--- src/rtl/traffic_pkg.sv ---
// Shared definitions for the two-way intersection controller: phase state
// encoding and the lamp pattern shown in each phase.
package traffic_pkg;

  typedef enum logic [2:0] {
    ALLRED_A = 3'b000,
    WE_GRN   = 3'b001,
    WE_YEL   = 3'b010,
    ALLRED_B = 3'b011,
    SN_GRN   = 3'b100,
    SN_YEL   = 3'b101,
    NIGHT    = 3'b110
  } state_t;

  typedef struct packed {
    logic we_red;
    logic we_yel;
    logic we_grn;
    logic sn_red;
    logic sn_yel;
    logic sn_grn;
  } lamps_t;

  localparam lamps_t LAMPS_ALLRED = 6'b100_100;
  localparam lamps_t LAMPS_WE_GRN = 6'b001_100;
  localparam lamps_t LAMPS_WE_YEL = 6'b010_100;
  localparam lamps_t LAMPS_SN_GRN = 6'b100_001;
  localparam lamps_t LAMPS_SN_YEL = 6'b100_010;

  // Lamp pattern for a state; in NIGHT both yellows follow the flash bit.
  function automatic lamps_t lamps_of(input state_t s, input logic flash);
    case (s)
      WE_GRN:  lamps_of = LAMPS_WE_GRN;
      WE_YEL:  lamps_of = LAMPS_WE_YEL;
      SN_GRN:  lamps_of = LAMPS_SN_GRN;
      SN_YEL:  lamps_of = LAMPS_SN_YEL;
      NIGHT:   lamps_of = {1'b0, flash, 1'b0, 1'b0, flash, 1'b0};
      default: lamps_of = LAMPS_ALLRED;
    endcase
  endfunction

endpackage

--- src/rtl/traffic_phase_timer.sv ---
// Loadable down-counter holding the ticks remaining in the current phase.
// Load has priority over decrement; the count never wraps below zero.
module traffic_phase_timer #(
  parameter int             CNT_W   = 6,
  parameter logic [CNT_W-1:0] RST_VAL = '0
) (
  input  logic             clk,
  input  logic             rst,
  input  logic             load,
  input  logic [CNT_W-1:0] load_val,
  input  logic             dec_en,
  output logic [CNT_W-1:0] cnt,
  output logic             zero
);

  logic [CNT_W-1:0] cnt_q, cnt_d;

  // Next count: reload on phase entry, otherwise step down while non-zero.
  always_comb begin
    cnt_d = cnt_q;
    if (load) begin
      cnt_d = load_val;
    end else if (dec_en && (cnt_q != '0)) begin
      cnt_d = cnt_q - 1'b1;
    end
  end

  // Count register, asynchronously reset to the first phase's reload value.
  always_ff @(posedge clk or negedge rst) begin
    if (!rst) cnt_q <= RST_VAL;
    else      cnt_q <= cnt_d;
  end

  assign cnt  = cnt_q;
  assign zero = (cnt_q == '0);

endmodule

--- src/rtl/traffic_ctrl_param.sv ---
// Two-way (WE/SN) intersection controller with night flashing-yellow mode.
// Optional build macro TRAFFIC_SENSOR_EN adds car_we/car_sn inputs that hold
// a green phase while the cross direction has no waiting car.
module traffic_ctrl_param
  import traffic_pkg::*;
#(
  parameter int CNT_W    = 6,
  parameter int T_GREEN  = 30,
  parameter int T_YELLOW = 5,
  parameter int T_ALLRED = 2
) (
  input  logic             clk,
  input  logic             rst,
  input  logic             tick_en,
  input  logic             night,
`ifdef TRAFFIC_SENSOR_EN
  input  logic             car_we,
  input  logic             car_sn,
`endif
  output logic             we_red,
  output logic             we_yel,
  output logic             we_grn,
  output logic             sn_red,
  output logic             sn_yel,
  output logic             sn_grn,
  output logic [CNT_W-1:0] remain,
  output logic [2:0]       phase
);

  localparam logic [CNT_W-1:0] RL_GREEN  = CNT_W'(T_GREEN - 1);
  localparam logic [CNT_W-1:0] RL_YELLOW = CNT_W'(T_YELLOW - 1);
  localparam logic [CNT_W-1:0] RL_ALLRED = CNT_W'(T_ALLRED - 1);

  state_t           state_q, state_d;
  logic             flash_q, flash_d;
  lamps_t           lamps_q, lamps_d;
  logic             load;
  logic [CNT_W-1:0] load_val;
  logic             zero;
  logic             done;

  // Reload value on entry to a state; NIGHT shows a constant zero.
  function automatic logic [CNT_W-1:0] reload_of(input state_t s);
    case (s)
      WE_GRN, SN_GRN: reload_of = RL_GREEN;
      WE_YEL, SN_YEL: reload_of = RL_YELLOW;
      NIGHT:          reload_of = '0;
      default:        reload_of = RL_ALLRED;
    endcase
  endfunction

  traffic_phase_timer #(
    .CNT_W   (CNT_W),
    .RST_VAL (RL_ALLRED)
  ) u_timer (
    .clk      (clk),
    .rst      (rst),
    .load     (load),
    .load_val (load_val),
    .dec_en   (tick_en),
    .cnt      (remain),
    .zero     (zero)
  );

  assign done = tick_en && zero;

  // Phase sequencing: advance on completion, divert to NIGHT at the end of
  // yellow/all-red phases, and reload the timer whenever a phase is entered.
  always_comb begin
    state_d = state_q;
    flash_d = flash_q;
    load    = 1'b0;
    case (state_q)
      ALLRED_A: if (done) begin
        load    = 1'b1;
        state_d = night ? NIGHT : WE_GRN;
      end
      WE_GRN: if (done) begin
        load    = 1'b1;
        state_d = WE_YEL;
`ifdef TRAFFIC_SENSOR_EN
        if (!night && !car_sn) state_d = WE_GRN;
`endif
      end
      WE_YEL: if (done) begin
        load    = 1'b1;
        state_d = night ? NIGHT : ALLRED_B;
      end
      ALLRED_B: if (done) begin
        load    = 1'b1;
        state_d = night ? NIGHT : SN_GRN;
      end
      SN_GRN: if (done) begin
        load    = 1'b1;
        state_d = SN_YEL;
`ifdef TRAFFIC_SENSOR_EN
        if (!night && !car_we) state_d = SN_GRN;
`endif
      end
      SN_YEL: if (done) begin
        load    = 1'b1;
        state_d = night ? NIGHT : ALLRED_A;
      end
      NIGHT: if (tick_en) begin
        if (night) begin
          flash_d = ~flash_q;
        end else begin
          load    = 1'b1;
          state_d = ALLRED_A;
        end
      end
      default: begin
        load    = 1'b1;
        state_d = ALLRED_A;
      end
    endcase
    // Flash restarts dark on every NIGHT entry.
    if (state_d != NIGHT || state_q != NIGHT) flash_d = 1'b0;
    load_val = reload_of(state_d);
    lamps_d  = lamps_of(state_d, flash_d);
  end

  // State, flash bit and lamp outputs; lamps are registered from the next state.
  always_ff @(posedge clk or negedge rst) begin
    if (!rst) begin
      state_q <= ALLRED_A;
      flash_q <= 1'b0;
      lamps_q <= LAMPS_ALLRED;
    end else begin
      state_q <= state_d;
      flash_q <= flash_d;
      lamps_q <= lamps_d;
    end
  end

  assign we_red = lamps_q.we_red;
  assign we_yel = lamps_q.we_yel;
  assign we_grn = lamps_q.we_grn;
  assign sn_red = lamps_q.sn_red;
  assign sn_yel = lamps_q.sn_yel;
  assign sn_grn = lamps_q.sn_grn;
  assign phase  = state_q;

endmodule

--- config.mk ---
export PLATFORM = sky130hd
export DESIGN_NAME = traffic_ctrl_param
export DESIGN_NICKNAME = d
export VERILOG_FILES = /design/src/rtl/traffic_pkg.sv /design/src/rtl/traffic_phase_timer.sv /design/src/rtl/traffic_ctrl_param.sv
export SDC_FILE = /design/constraint.sdc
export NUM_CORES = 1
export LEC_CHECK = 0
export CORE_MARGIN = 4
export CORE_UTILIZATION = 35
export DETAILED_ROUTE_END_ITERATION = 10
export GPL_ROUTABILITY_DRIVEN = 0
export PLACE_DENSITY = 0.66
export SYNTH_ARGS = -nofsm -noshare
export SYNTH_HDL_FRONTEND = slang
export SYNTH_SLANG_ARGS = --single-unit
--- constraint.sdc ---
create_clock -name clk -period 3.9 [get_ports clk]
set_input_delay 0.78 -clock clk [delete_from_list [all_inputs] [get_ports clk]]
set_output_delay 0.78 -clock clk [all_outputs]
set_load 0.01 [all_outputs]
==> flow_metrics.py <==
metrics = {
    "synth": {
        "ys_warn_count": 0,
        "synth_seq_cells": 16,
        "yosysTopAreaCell": "dfrtp_1",
        "synth_area_sq_um": 920.9,
        "syn_nets": 100,
        "synth_largest_type_area_fraction": 0.3533,
        "synth-async-reset-ratio": 1.000,
        "ys_types": 38,
        "synth_edf_count": 0,
        "ys_seq_area_frac": 0.4389,
        "yosysMostFrequentCell": "dfrtp_1",
        "synthCells": 94,
        "yosys-top-cells-count": "dfrtp_1, nand2_1, nor2_1",
        "synth_area_leaders": "dfrtp_1, dfstp_2, xor2_1",
        "postSynthAreaPerCell_sq_um": 9.797,
        "ys.flop_type": "dfrtp_1",
    },
    "clock_network": {
        "clock_sinks": 16,
        "cts-buffers-inserted": 3,
        "root_buffer": "clkbuf_4",
        "cts_buffer_depth": 2,
        "htree_num_levels": 1,
        "post_cts_buffers": 0,
        "postCtsHoldBufs": 0,
        "clk-insertion-delay-late_ps": 280,
        "cts_tree": "yes",
        "cts_resized": 0,
        "path_clk_slew_ps": 100,
    },
    "worst_setup_path": {
        "r2r-start": "u_timer.cnt[1]",
        "worstSetupPathType": "primary input to flip-flop",
        "crit_path_end_kind": "flip-flop",
        "worstPathArrival_ps": 2770,
        "required_ps": 4080,
        "cp-start-kind": "primary input",
        "r2r_cells": 7,
        "critPathMaxStageDelay_ps": 620,
        "r2r_slack_ps": 1430,
        "crit_path_max_fanout": 7,
        "crit_chain": "clkdlybuf4s50_1 -> nor2b_1 -> nand2_1 -> o311ai_0 -> nor2_1 -> a31o_2",
        "critPathSlowestCell": "o311ai_0",
        "r2r_end": "we_yel",
    },
    "timing": {
        "fin_worst_skew_ps": 5.484,
        "slew_headroom": 0.5037,
        "maxSlewViolCount": 0,
        "rsz0062_at_grt": "no",
        "fin_setup_tns_ps": 0,
        "whs_ps": 610.4,
        "hold_viol": 0,
        "timing.final.crit_share": 0.6644,
        "clock.fmax_mhz": 385.9,
        "finalSetupViolations": 0,
        "tightest_slew_ps": 742.1,
        "period_minus_slack_ps": 2591,
    },
    "grt": {
        "grt_pass1_wl_mm": 3.346,
        "grt_pass1_vias": 763,
        "antenna_found_initial": 0,
        "grt_usage": 0.1242,
        "gr-total-overflow": 0,
        "grt_max_degree": 17,
    },
    "routing": {
        "ant_nets": 0,
        "firstDrtPassIters": 4,
        "route.detailed.drc": 0,
        "vias": 796,
        "viasPerCell": 5.566,
        "routed_wl_mm": 2.016,
        "wire_per_inst_microns": 14.10,
        "first_iter_violations": 16,
    },
    "cells_and_area": {
        "multi_input_area_sq_um": 481.7,
        "area_delta_synth_final_pct": 26.36,
        "drive_gt1_frac": 0.1327,
        "fin_util": 0.4655,
        "register_area_sq_um": 404.1,
        "stdcell_count": 143,
        "fillers": 236,
        "antenna-diode-count": 0,
        "fin_nets": 120,
    },
    "placed_design": {
        "dp_hpwl_mm": 1.512,
        "io_buffers": 18,
        "placed_cells": 139,
    },
    "power": {
        "netSwitchingFraction": 0.3969,
        "netSwitchingPower_uw": 340.0,
        "p_per_area_nw_per_um2": 736.3,
        "seq_power_share": 0.376,
        "intPower_uw": 516.7,
        "pwr-share-clk": 0.127,
        "p_leak_uw": 0.0004659,
        "combPwrFrac": 0.497,
        "peakVddDrop_v": 0.0003765,
    },
    "min_path": {
        "worstHoldPathType": "flip-flop to flip-flop",
        "min_from": "u_timer.cnt[1]",
        "min_to": "u_timer.cnt[1]",
        "hold_depth": 2,
    },
    "job": {
        "drv_cap": 0,
    },
    "die": {
        "dieArea_sq_um": 3516,
        "ioPinCount": 19,
        "die_y_microns": 59.30,
        "coreArea_sq_um": 2500,
        "die_x_microns": 59.30,
        "start_util": 0.3684,
        "num_rows": 18,
    },
    "run_status": {
        "status": "finished, final reports clean",
    },
}
layout make-up:
class | instances | share of cell area
Clock buffer | 4 | 0.03118
Inverter | 5 | 0.02043
Multi-Input combinational cell | 70 | 0.4140
Sequential cell | 16 | 0.3473
Tap cell | 30 | 0.03226
Timing Repair Buffer | 18 | 0.1548
routing by layer:
metal	wire, microns	vias up	part of all wire	track usage
li1	-	378	-	-
met1	894	393	0.44	0.1605
met2	985	19	0.49	0.1950
met3	94	6	0.047	0.03050
met4	42	0	0.021	0.05502
met5	0	-	0	0
sequential cells by signal (all words and copies together) (netlist names):
name and cells:
flash_q 1, phase 3, sn_grn 1, sn_red 1, sn_yel 1, u_timer.cnt 6
we_grn 1, we_red 1, we_yel 1
cells by family (layout without fill, tap and decap cells):
group                      Yosys count  count (layout)  share of synthesized area
AOI/OAI and AO/OA                   26              26                     0.2283
xor gates and xnor gates             8               8                    0.07609
adders and majority gates            2               2                    0.02717
buffers and inverters                8              27                    0.03804
DFF                                 16              16                     0.4389
and+or+nand+nor                     34              34                     0.1916
layout by cell type (no fill, tap or decap), types with 2 or more instances in the layout:
master           synthesis  layout
xnor2_1                  3       3
a211oi_1                 3       3
ha_1                     2       2
clkbuf_4                 0       3
a21o_1                   2       2
dfrtp_1                 13      13
o21ai_0                  3       3
nor2_1                   8       8
or3_1                    2       2
or4_1                    2       2
nor2b_1                  3       3
nand2_1                  9       9
inv_1                    4       4
nand3_1                  3       3
xor2_1                   5       5
nor3_1                   3       3
dfstp_2                  3       3
clkdlybuf4s50_1          0      18
a21oi_1                  3       3
critical path: cells and delay by family:
family / cells / cell delay (ps)
buffers and inverters: 1 / 570
AND/OR/NAND/NOR: 3 / 530
AO/OA/AOI/OAI: 2 / 890
metrics by stage:
step                      worst slack, ps  instance area (sq um)  power, uW
after global placement               1087                   1127      744.7
after floorplan                      1702                  920.9      574.2
after CTS                            1319                   1164      863.3
final                                1309                   1164      856.8
after global routing                 1135                   1164      919.2
after detailed placement             1020                   1127      751.7
power groups by stage:
stage                     clock [uW]  sequential, uW  combinational [uW]
after floorplan                    0             317                 257
after global placement             0             324                 421
after detailed placement           0             327                 425
after CTS                        111             322                 430
after global routing             121             336                 462
final                            109             322                 426
how the worst max path moves through the flow:
stage / from / end / cells after the start
6_report: tick_en / we_yel / 6
5_1_grt: tick_en / we_yel / 6
4_1_cts: tick_en / we_yel / 6
3_5_place_dp: tick_en / we_yel / 6
3_3_place_gp: tick_en / we_yel / 6
2_1_floorplan: u_timer.cnt[1] / u_timer.cnt[2] / 7
(Power assumes the default switching activity.)
